--- src/rtl/can_bitstuff_unit_pkg.sv ---
// Shared types and constants for the CAN bit-stuffing engine.
package can_bitstuff_unit_pkg;

    localparam int STUFF_COUNT      = 5;
    localparam int BS_STUFF_LEN_DEF = STUFF_COUNT;

    typedef enum logic {BS_TX, BS_RX} bs_mode_e;

    typedef enum logic [1:0] {
        ST_RUN   = 2'd0,
        ST_STUFF = 2'd1,
        ST_ERR   = 2'd2
    } bs_state_e;

endpackage

--- src/rtl/can_bitstuff_unit_if.sv ---
// Bit-level link between the frame FSM/serialiser and the stuffing engine.
interface can_bitstuff_unit_if;
    import can_bitstuff_unit_pkg::*;

    logic     enable;
    bs_mode_e mode;
    logic     bit_strobe;
    logic     in_bit;
    logic     in_ready;
    logic     out_bit;
    logic     out_valid;
    logic     stuff_flag;
    logic     stuff_error;

    modport master (
        output enable, mode, bit_strobe, in_bit,
        input  in_ready, out_bit, out_valid, stuff_flag, stuff_error
    );

    modport slave (
        input  enable, mode, bit_strobe, in_bit,
        output in_ready, out_bit, out_valid, stuff_flag, stuff_error
    );
endinterface

--- src/rtl/bs_run_counter.sv ---
// Equal-bit run tracker; run_hit flags that the bit being advanced completes a run.
module bs_run_counter
    import can_bitstuff_unit_pkg::*;
#(
    parameter int STUFF_LEN = BS_STUFF_LEN_DEF,
    parameter int CNT_W     = $clog2(STUFF_LEN + 1)
) (
    input  logic clock,
    input  logic reset_n,
    input  logic clear,
    input  logic adv,
    input  logic adv_bit,
    output logic last_bit,
    output logic run_hit
);

    localparam logic [CNT_W-1:0] LEN = CNT_W'(STUFF_LEN);

    logic             first;
    logic [CNT_W-1:0] run_cnt;
    logic [CNT_W-1:0] cnt_next;

    always_comb begin
        cnt_next = run_cnt;
        if (adv) begin
            if (first || (adv_bit != last_bit)) begin
                cnt_next = CNT_W'(1);
            end else if (run_cnt != LEN) begin
                cnt_next = run_cnt + 1'b1;
            end
        end
    end

    assign run_hit = adv && (cnt_next == LEN);

    // last_bit survives a clear; the first bit of the next frame ignores it via first
    always_ff @(negedge clock or negedge reset_n) begin
        if (!reset_n) begin
            first    <= 1'b1;
            last_bit <= 1'b1;
            run_cnt  <= '0;
        end else if (clear) begin
            first    <= 1'b1;
            run_cnt  <= '0;
        end else if (adv) begin
            first    <= 1'b0;
            last_bit <= adv_bit;
            run_cnt  <= cnt_next;
        end
    end

endmodule

--- src/rtl/can_bitstuff_unit.sv ---
// CAN bit stuffing (TX insert) and destuffing (RX remove + stuff error), one bit per strobe.
//   state    | meaning
//   ST_RUN   | normal data slot, bits pass through and feed the run counter
//   ST_STUFF | run of STUFF_LEN reached; next slot is a stuff bit
//   ST_ERR   | RX saw no complement where a stuff bit was due; outputs silent
module can_bitstuff_unit
    import can_bitstuff_unit_pkg::*;
#(
    parameter int STUFF_LEN = BS_STUFF_LEN_DEF,
    parameter int CNT_W     = $clog2(STUFF_LEN + 1)
) (
    input  logic                 clock,
    input  logic                 reset_n,
    can_bitstuff_unit_if.slave   bus
);

    bs_state_e state;
    bs_state_e state_next;

    logic out_bit_q, out_bit_d;
    logic out_valid_q, out_valid_d;
    logic stuff_flag_q, stuff_flag_d;
    logic adv, adv_bit;
    logic last_bit, run_hit;
    logic is_tx;

    assign is_tx = (bus.mode == BS_TX);

    bs_run_counter #(
        .STUFF_LEN (STUFF_LEN),
        .CNT_W     (CNT_W)
    ) u_run (
        .clock    (clock),
        .reset_n  (reset_n),
        .clear    (~bus.enable),
        .adv      (adv),
        .adv_bit  (adv_bit),
        .last_bit (last_bit),
        .run_hit  (run_hit)
    );

    // Bits that enter the run: every bus bit, including stuff bits, except an erroneous RX stuff slot
    always_comb begin
        adv     = 1'b0;
        adv_bit = bus.in_bit;
        if (bus.enable && bus.bit_strobe) begin
            case (state)
                ST_RUN: adv = 1'b1;
                ST_STUFF: begin
                    if (is_tx) begin
                        adv     = 1'b1;
                        adv_bit = ~last_bit;
                    end else if (bus.in_bit != last_bit) begin
                        adv = 1'b1;
                    end
                end
                default: ;
            endcase
        end
    end

    always_comb begin
        state_next   = state;
        out_bit_d    = out_bit_q;
        out_valid_d  = 1'b0;
        stuff_flag_d = 1'b0;
        if (!bus.enable) begin
            state_next = ST_RUN;
        end else if (bus.bit_strobe) begin
            case (state)
                ST_RUN: begin
                    out_bit_d   = bus.in_bit;
                    out_valid_d = 1'b1;
                    if (run_hit) state_next = ST_STUFF;
                end
                ST_STUFF: begin
                    if (is_tx) begin
                        out_bit_d    = ~last_bit;
                        out_valid_d  = 1'b1;
                        stuff_flag_d = 1'b1;
                        state_next   = ST_RUN;
                    end else if (bus.in_bit != last_bit) begin
                        stuff_flag_d = 1'b1;
                        state_next   = ST_RUN;
                    end else begin
                        state_next   = ST_ERR;
                    end
                end
                default: ;
            endcase
        end
    end

    always_ff @(negedge clock or negedge reset_n) begin
        if (!reset_n) begin
            state        <= ST_RUN;
            out_bit_q    <= 1'b1;
            out_valid_q  <= 1'b0;
            stuff_flag_q <= 1'b0;
        end else begin
            state        <= state_next;
            out_bit_q    <= out_bit_d;
            out_valid_q  <= out_valid_d;
            stuff_flag_q <= stuff_flag_d;
        end
    end

    assign bus.out_bit     = out_bit_q;
    assign bus.out_valid   = out_valid_q;
    assign bus.stuff_flag  = stuff_flag_q;
    assign bus.stuff_error = (state == ST_ERR);
    assign bus.in_ready    = bus.enable & is_tx & (state != ST_STUFF);

endmodule

--- src/flat_wrapper.sv ---
// flat-port wrapper written by rule: the top's interface ports become plain ports
module can_bitstuff_unit_flat import can_bitstuff_unit_pkg::*;
#(
    parameter int STUFF_LEN = BS_STUFF_LEN_DEF,
    parameter int CNT_W     = $clog2(STUFF_LEN + 1)
)
  (clock, reset_n, bus_enable, bus_mode, bus_bit_strobe, bus_in_bit, bus_in_ready, bus_out_bit, bus_out_valid, bus_stuff_flag, bus_stuff_error);
  can_bitstuff_unit_if bus_i ();
  input  logic clock;
  input  logic reset_n;
  input wire logic [$bits(bus_i.enable)-1:0] bus_enable;
  input wire logic [$bits(bus_i.mode)-1:0] bus_mode;
  input wire logic [$bits(bus_i.bit_strobe)-1:0] bus_bit_strobe;
  input wire logic [$bits(bus_i.in_bit)-1:0] bus_in_bit;
  output wire logic [$bits(bus_i.in_ready)-1:0] bus_in_ready;
  output wire logic [$bits(bus_i.out_bit)-1:0] bus_out_bit;
  output wire logic [$bits(bus_i.out_valid)-1:0] bus_out_valid;
  output wire logic [$bits(bus_i.stuff_flag)-1:0] bus_stuff_flag;
  output wire logic [$bits(bus_i.stuff_error)-1:0] bus_stuff_error;
  assign bus_i.enable = bus_enable;
  assign bus_i.mode = bus_mode;
  assign bus_i.bit_strobe = bus_bit_strobe;
  assign bus_i.in_bit = bus_in_bit;
  assign bus_in_ready = bus_i.in_ready;
  assign bus_out_bit = bus_i.out_bit;
  assign bus_out_valid = bus_i.out_valid;
  assign bus_stuff_flag = bus_i.stuff_flag;
  assign bus_stuff_error = bus_i.stuff_error;
  can_bitstuff_unit #(.STUFF_LEN(STUFF_LEN), .CNT_W(CNT_W)) u_core (.clock(clock), .reset_n(reset_n), .bus(bus_i));
endmodule
--- config.mk ---
export PLATFORM = sky130hd
export DESIGN_NAME = can_bitstuff_unit_flat
export DESIGN_NICKNAME = d
export VERILOG_FILES = /design/src/rtl/can_bitstuff_unit_pkg.sv /design/src/rtl/can_bitstuff_unit_if.sv /design/src/rtl/bs_run_counter.sv /design/src/rtl/can_bitstuff_unit.sv /design/src/flat_wrapper.sv
export SDC_FILE = /design/constraint.sdc
export NUM_CORES = 1
export LEC_CHECK = 0
export ABC_AREA = 1
export BUFFER_PORTS_ARGS = -buffer_cell sky130_fd_sc_hd__buf_2
export CORE_AREA = 2 2 39 41
export DETAILED_ROUTE_END_ITERATION = 12
export DIE_AREA = 0 0 41 43
export GPL_TIMING_DRIVEN = 1
export PLACE_DENSITY = 0.72
export SYNTH_ARGS = -nofsm -noshare
export SYNTH_HDL_FRONTEND = slang
export SYNTH_SLANG_ARGS = --single-unit
--- constraint.sdc ---
create_clock -name clock -period 1.8 [get_ports clock]
set_clock_uncertainty 0.1 [all_clocks]
set_input_delay 0.09 -clock clock [delete_from_list [all_inputs] [get_ports clock]]
set_output_delay 0.09 -clock clock [all_outputs]
set_load 0.01 [all_outputs]
**Word level (Yosys, flattened, before mapping)**

Index checks and enable logic that the tools add are counted.

- Bits in registers: 10
- Latch bits: 0
- Bits in writable memories: 0
- ROM bits: 0
- Input bits: 6
- Output and inout bits: 5
- Word-level logic and storage cells: 61
- Memories: 0

- $add $sub $neg: 1
- Multiply operators: 0
- Divide/modulo/power cells: 0
- $lt $le $gt $ge: 0
- Equality and inequality tests: 12
- Shifts and indexed selects: 0
- Muxes and demuxes: 29
- Bitwise operators: 4
- Reduce and logical (&&, ||, !) cells: 8

Operators with widths:

| kind | count |
|---|---|
| $mux 1 | 15 |
| $mux 3 | 5 |
| $mux 2 | 5 |
| $ne 2x1->1 const B | 3 |
| $pmux 1 s2 | 3 |
| $pmux 2 s2 | 1 |
| $reduce_and 4->1 | 1 |
| $add 3x1->3 const B | 1 |
| $eq 3x3->1 const B | 1 |
| $ne 3x1->1 const B | 1 |
| $ne 3x2->1 const B | 1 |
| $ne 3x3->1 const B | 1 |
| $reduce_and 3->1 | 1 |
| $and 1x1->1 | 2 |
| $eq 2x1->1 const B | 1 |
| $eq 2x2->1 const B | 1 |
| $logic_and 1x1->1 | 2 |
| $logic_not 2->1 | 1 |
| $ne 1x1->1 | 2 |
| $ne 2x2->1 const B | 1 |
| $not 1->1 | 2 |
| $reduce_and 2->1 | 1 |
| $reduce_bool 2->1 | 1 |
| $logic_or 1x1->1 | 1 |

**Logic depth before layout (Yosys ltp)**

Gate-level depths: netlist (run 1).

- Depth in word-level cells: 14
- Depth in mapped cells: 9
- Gate-level depth less buffers: 9

**By module**

From an unflattened synthesis (run 1), not the netlist that was laid out.

- Cell total of the unflattened synthesis: 96
- Area, all modules: 680.7 um2

Modules (own cells, without submodules):

| module | times used | cells an instance | area each (um2) | seq. area each (um2) |
|---|---|---|---|---|
| bs_run_counter | 1 | 48 | 352.8 | 127.6 |
| can_bitstuff_unit | 1 | 48 | 327.8 | 126.4 |

==> results of run 1 <==
final cells by class:
cell class / count / area [um2]
fill: 116 / 465.4
multi-input combinational: 56 / 374.1
sequential: 10 / 254.0
timing repair buffer: 24 / 180.2
inverter: 14 / 52.55
clock buffer: 4 / 26.28
tap: 16 / 20.02
clock inverter: 3 / 11.26
routing by layer:
layer	up-vias	share of wire, %	global-route usage (%)
met2	28	53	35.00
li1	323	-	-
met4	0	2.0	11.33
met3	5	4.5	3.141
met5	-	0	0
met1	296	40	23.08
stage by stage:
stage                     setup WS [ns]  std cells  total power [mW]  cell area, um2  utilization [%]
after global routing            -0.4023        127            0.7090           918.4            66.37
after floorplan                -0.02727         81            0.3817           644.4                -
after detailed placement        -0.2786        119            0.4533           804.5            58.14
after CTS                       -0.3488        126            0.6446           852.1            61.57
final                           -0.3466        127            0.6642           918.4            66.37
after global placement          -0.2501        119            0.4493           804.5            58.14
logic make-up (layout without fill, tap and decap cells):
group / after synthesis / in the layout / share of synthesized area, %
AND/OR/NAND/NOR: 43 / 43 / 33.06
buffers and inverters: 15 / 45 / 9.183
AO/OA/AOI/OAI: 10 / 10 / 10.82
flip-flops: 10 / 10 / 41.43
adder cells (fa/ha/maj): 2 / 2 / 4.081
XOR/XNOR: 1 / 1 / 1.429
timing repair:
item,CTS,global route
hold buffers,0,0
pin swaps,1,9
cloned,0,0
buffers inserted,1,1
gates resized for setup,2,17
endpoints found under the setup margin,5,8
flip-flops by register name (all words and copies together), names as in the netlist:
signal,count
u_core.bus.out_valid,1
u_core.u_run.first,1
u_core.bus.out_bit,1
u_core.state,2
u_core.u_run.run_cnt,3
u_core.u_run.last_bit,1
u_core.bus.stuff_flag,1
final timing paths:
| check | endpoint | slack [ns] | cells after the start |
|---|---|---|---|
| min in group clock | bus_in_ready | 0.37 | 3 |
| min reg2reg | u_core.u_run.first | 0.41 | 2 |
| max reg2reg | u_core.u_run.run_cnt[1] | 0.18 | 7 |
| min | u_core.state[0] | 0.35 | 1 |
| max in group asynchronous | u_core.u_run.last_bit | 0.91 | 1 |
| max | bus_in_ready | -0.35 | 3 |
power groups by stage:
| stage | registers [mW] | clock network [mW] | logic (mW) |
|---|---|---|---|
| 2_1_floorplan | 0.279 | 0.0139 | 0.0889 |
| 3_3_place_gp | 0.276 | 0.0139 | 0.160 |
| 3_5_place_dp | 0.277 | 0.0139 | 0.162 |
| 4_1_cts | 0.275 | 0.197 | 0.173 |
| 5_1_grt | 0.281 | 0.214 | 0.214 |
| 6_report | 0.277 | 0.193 | 0.194 |
layout by cell type, fill, tap and decap left out, drive strengths merged, types with 2 or more instances in the layout:
master / instances
inv: 17
o21ai: 3
a21oi: 5
nand2: 22
clkbuf: 4
dfstp: 3
o211ai: 2
dfrtn: 7
ha: 2
buf: 24
nand3: 8
nor2: 10
nand4: 2
worst reg2reg max path, stage by stage, from the launching register on:
cell,delay (ns)
dfstp_2,0.57
inv_1,0.12
nand2_2,0.10
nand2_2,0.08
a21oi_4,0.23
nand2_2,0.11
nand3_2,0.08
nor2_1,0.04
==> flow_metrics.env, run 1 <==
export IMPL_outcome="finished with violations"
export IMPL_violations="setup timing"
export IMPL_first_pass_iters=4
export IMPL_drt_total_wl_mm=1.511
export IMPL_synth_cells=81
export IMPL_synth_commonest_cells="nand2_1 (20), inv_1 (14), nor2_1 (8)"
export IMPL_synth_main_ff_cell="dfrtn_1"
export IMPL_io_pins=11
export IMPL_cp_max_fo=3
export IMPL_max_slew_margin_rel_pct=83.91
export IMPL_yosysUniqueCellTypes=18
export IMPL_vdd_drop_max_uv=463.5
export IMPL_numCtsBuffers=3
export IMPL_tritoncts="built"
export IMPL_hold_class="primary input to asynchronous set/reset pin"
export IMPL_dieArea_mm2=0.001763
export IMPL_startpoint_type="flop"
export IMPL_routed_via_density=5.134
export IMPL_drive_above_1_share_pct=46.85
export IMPL_p_comb_share_pct=29.2
export IMPL_clockPowerShare_pct=29.1
export IMPL_start_util_pct=44.30
export IMPL_internal_power_mw=0.4398
export IMPL_cp_arrival_ns=1.96
export IMPL_drc=0
export IMPL_synth_edff_count=0
export IMPL_antenna_found_initial=0
export IMPL_yosys_top_cells_area="dfrtn_1 (29%), dfstp_2 (13%), nand2_1 (12%), inv_1 (8.6%), nand3_1 (5.7%)"
export IMPL_power_switching_mw=0.2244
export IMPL_cpLargestDelayFamily="flip-flops"
export IMPL_clock_latency_ns=0.33
export IMPL_hold_violations=0
export IMPL_swShare_pct=33.78
export IMPL_port_buffers=10
export IMPL_synth_nets=89
export IMPL_yosysTopAreaCell="dfrtn_1"
export IMPL_p_leak_nw=0.4819
export IMPL_pwr_share_seq_pct=41.7
export IMPL_synth_top_area_share_pct=28.57
export IMPL_crit_path_max_incr_delay_ns=0.48
export IMPL_path_clk_slew_ns=0.05
export IMPL_async_flop_share_pct=100.0
export IMPL_maxCapViolations=0
export IMPL_clk_path_buf_depth=2
export IMPL_worst_pin_slew_ns=0.2413
export IMPL_nets=120
export IMPL_htreeDepth=1
export IMPL_core_area_mm2=0.001384
export IMPL_dp_hpwl_mm=1.094
export IMPL_grt_max_degree=11
export IMPL_r2r_start="u_core.u_run.last_bit"
export IMPL_syn_area_um2=613.1
export IMPL_ant_nets=0
export IMPL_grt_usage_pct=20.73
export IMPL_routedWlPerCell_um=11.90
export IMPL_grt_pass1_vias=628
export IMPL_yosysMostFrequentCell="nand2_1"
export IMPL_critical_path_buf_inv_count=1
export IMPL_powerDensity_mw_per_mm2=723.2
export IMPL_grt_setup_unrepaired="true"
export IMPL_crit_chain="nor2_4 -> nor3_2 -> buf_2"
export IMPL_vias=652
export IMPL_cp_startpoint="u_core.state[1]"
export IMPL_globalplace_congestion=0.8410
export IMPL_syn_mean_instance_area_um2=7.569
export IMPL_drt_iter0_markers=20
export IMPL_area_delta_synth_final_pct=49.80
export IMPL_grt_pass1_wl_mm=2.477
export IMPL_setup_tns_ns=-1.045
export IMPL_synth_seq_area_share_pct=41.43
export IMPL_synth_seq_cells=10
export IMPL_n_antenna_cell=0
export IMPL_root_buffer="clkbuf_4"
export IMPL_overflow=0
export IMPL_num_rows=14
export IMPL_drv_slew=0
export IMPL_crit_slowest_cell="dfrtn_1"
export IMPL_critPathKind="flop to output pin"
export IMPL_hold_slack_ns=0.3504
export IMPL_ys_warn_count=0
export IMPL_die_w_um=41
export IMPL_crit_required_ns=1.61
export IMPL_setup_viol=5
export IMPL_die_y_um=43
export IMPL_cp_end_kind="output pin"
export IMPL_cts_sinks=10
export IMPL_fin_ws_ns=-0.3466
(Power assumes the default switching activity.)
==> run 2: changes to the inputs <==
--- a/config.mk
+++ b/config.mk
@@ -5,7 +5,7 @@
 export SDC_FILE = /design/constraint.sdc
 export NUM_CORES = 1
 export LEC_CHECK = 0
-export ABC_AREA = 1
+export ABC_AREA = 0
 export BUFFER_PORTS_ARGS = -buffer_cell sky130_fd_sc_hd__buf_2
 export CORE_AREA = 2 2 39 41
 export DETAILED_ROUTE_END_ITERATION = 12
==> run 2 against run 1 <==
Net effect: worst hold slack better by 0.015 ns; die area is the same; the flow still finishes with violations (setup timing); design area is 5.7% lower; global-route usage down 2.7 points; register-to-register slack worse by 0.02 ns; power down 8.8%; largest cell class unchanged; synthesized cell count shrank 27%; largest power group unchanged.
==> flow_metrics.env, run 2 <==
export IMPL_fill_cells=112
export IMPL_antenna_found_initial=0
export IMPL_largest_reg_flops=3
export IMPL_ant_nets=0
export IMPL_hold_violations=0
export IMPL_drive_above_1_share_pct=46.51
export IMPL_routedWlPerCell_um=12.42
export IMPL_grt_pass1_vias=536
export IMPL_seq_area_um2=254.0
export IMPL_critPathKind="flop to output pin"
export IMPL_overflow=0
export IMPL_clock_latency_ns=0.32
export IMPL_fin_cells=102
export IMPL_final_cell_mix="buf_4 (12), inv_1 (7), buf_2 (7), dfrtn_1 (7)"
export IMPL_fin_ws_ns=-0.4380
export IMPL_synth_commonest_cells="dfrtn_1 (7), inv_1 (5), a21oi_1 (4), nor2_1 (4), nor2b_1 (4)"
export IMPL_hold_class="primary input to asynchronous set/reset pin"
export IMPL_rrSetupSlack_ns=0.16
export IMPL_core_area_mm2=0.001384
export IMPL_maxCapViolations=0
export IMPL_vias=535
export IMPL_drv_slew=0
export IMPL_cts_sinks=10
export IMPL_ff2ff_path_depth=5
export IMPL_grt_setup_unrepaired="true"
export IMPL_largestRegisters="u_core.u_run.run_cnt (3), u_core.state (2)"
export IMPL_synth_nets=67
export IMPL_grt_pass1_wl_mm=2.180
export IMPL_dp_cells=94
export IMPL_async_flop_share_pct=100.0
export IMPL_crit_end="bus_in_ready"
export IMPL_violations="setup timing"
export IMPL_worst_pin_slew_ns=0.2495
export IMPL_area_delta_synth_final_pct=39.52
export IMPL_cp_startpoint="u_core.state[1]"
export IMPL_yosysUniqueCellTypes=31
export IMPL_dp_hpwl_um=957
export IMPL_root_buffer="clkbuf_4"
export IMPL_htreeDepth=1
export IMPL_path_clk_slew_ns=0.05
export IMPL_routed_via_density=5.245
export IMPL_tritoncts="built"
export IMPL_ys_warn_count=0
export IMPL_regMostFlops="u_core.u_run.run_cnt"
export IMPL_dpl_worst_slack_ns=-0.3034
export IMPL_globalplace_congestion=0.6921
export IMPL_synth_edff_count=0
export IMPL_numCtsBuffers=3
export IMPL_reg2reg_to="u_core.u_run.run_cnt[1]"
export IMPL_drc=0
export IMPL_crit_required_ns=1.61
export IMPL_synth_main_ff_cell="dfrtn_1"
export IMPL_first_pass_iters=4
export IMPL_outcome="finished with violations"
export IMPL_drt_total_wl_mm=1.267
export IMPL_port_buffers=10
export IMPL_postCtsHoldBufs=0
export IMPL_multi_input_area_um2=369.1
export IMPL_yosysTopAreaCell="dfrtn_1"
export IMPL_num_rows=14
export IMPL_syn_mean_instance_area_um2=10.52
export IMPL_synth_cells=59
export IMPL_cp_max_fo=2
export IMPL_max_slew_margin_rel_pct=83.37
export IMPL_synth_seq_cells=10
export IMPL_mostFrequentLayoutCell="buf_4"
export IMPL_die_y_um=43
export IMPL_io_pins=11
export IMPL_drt_iter0_markers=3
export IMPL_dieArea_mm2=0.001763
export IMPL_synth_seq_area_share_pct=40.93
export IMPL_startpoint_type="flop"
export IMPL_synth_top_area_share_pct=28.23
export IMPL_cp_arrival_ns=2.05
export IMPL_yosys_top_cells_area="dfrtn_1 (28%), dfstp_2 (13%), a32o_1 (4.8%), ha_1 (4.0%), nor2b_1 (4.0%)"
export IMPL_clk_path_buf_depth=2
export IMPL_vdd_drop_max_uv=414.7
export IMPL_setup_tns_ns=-1.184
export IMPL_grt_usage_pct=18.01
export IMPL_powerDensity_mw_per_mm2=699.4
export IMPL_grt_max_degree=11
export IMPL_r2r_start="u_core.u_run.run_cnt[1]"
export IMPL_die_w_um=41
export IMPL_yosysMostFrequentCell="dfrtn_1"
export IMPL_nets=95
export IMPL_setup_viol=5
export IMPL_syn_area_um2=620.6
export IMPL_fin_util_pct=62.57
export IMPL_start_util_pct=44.85
export IMPL_n_antenna_cell=0
export IMPL_p_leak_nw=0.4183
export IMPL_cp_end_kind="output pin"
## run 2: area by class of cell
type,count,share of cell area [%]
multi-input cells,42,42.63
clock inverters,3,1.301
repair buffers,23,19.65
flip-flops and latches,10,29.34
clock buffers,4,3.035
inverters,4,1.734
well taps,16,2.312
## run 2: where the power goes
group	internal, mW	switching (mW)
Sequential	0.251	0.0219
Combinational	0.0767	0.0682
Clock	0.0944	0.0937
Total	0.422	0.184
## run 2: per-stage QoR
step | hold WS [ns] | instance area, um2 | power, mW
final | 0.3654 | 865.8 | 0.6056
after CTS | 0.3645 | 842.1 | 0.6120
after floorplan | 0.1130 | 656.9 | 0.3707
after global placement | 0.3990 | 783.3 | 0.4195
after detailed placement | 0.3853 | 783.3 | 0.4237
after global routing | 0.3749 | 865.8 | 0.6497
## run 2: worst min path at each step
stage          cells past startpoint  slack (ns)                      end
3_3_place_gp                       2        0.40       u_core.u_run.first
4_1_cts                            1        0.36  u_core.u_run.run_cnt[2]
6_report                           1        0.37  u_core.u_run.run_cnt[2]
5_1_grt                            1        0.37  u_core.u_run.run_cnt[2]
3_5_place_dp                       2        0.39       u_core.u_run.first
2_1_floorplan                      1        0.11             bus_in_ready
## run 2: worst max-delay path: stages, from the launching register on
cell and delay, ns:
dfrtn_1 0.40, and2b_1 0.20, nor3b_2 0.14, buf_2 0.14
## run 2: logic make-up after synthesis
family	Yosys count	synth area share (%)
adder cells (fa/ha/maj)	2	4.032
multiplexers	3	5.040
buffers and inverters	7	5.645
AND/OR/NAND/NOR	20	20.57
XOR/XNOR	1	2.622
flip-flops	10	40.93
AO/OA/AOI/OAI	16	21.17
## run 2: what timing repair did
action,4_1_cts,5_1_grt
endpoints found under the hold margin,0,0
pin swaps,1,3
resized for setup,2,5
cloned,0,0
setup endpoints to repair,6,6
buffers inserted,2,0
## run 2: routing by layer
| layer | GRT usage [%] | vias to the layer above | share of wire [%] |
|---|---|---|---|
| li1 | - | 268 | - |
| met1 | 26.51 | 246 | 45 |
| met2 | 25.94 | 19 | 50 |
| met3 | 3.141 | 2 | 5.2 |
| met4 | 6.000 | 0 | 0.47 |
| met5 | 0 | - | 0 |
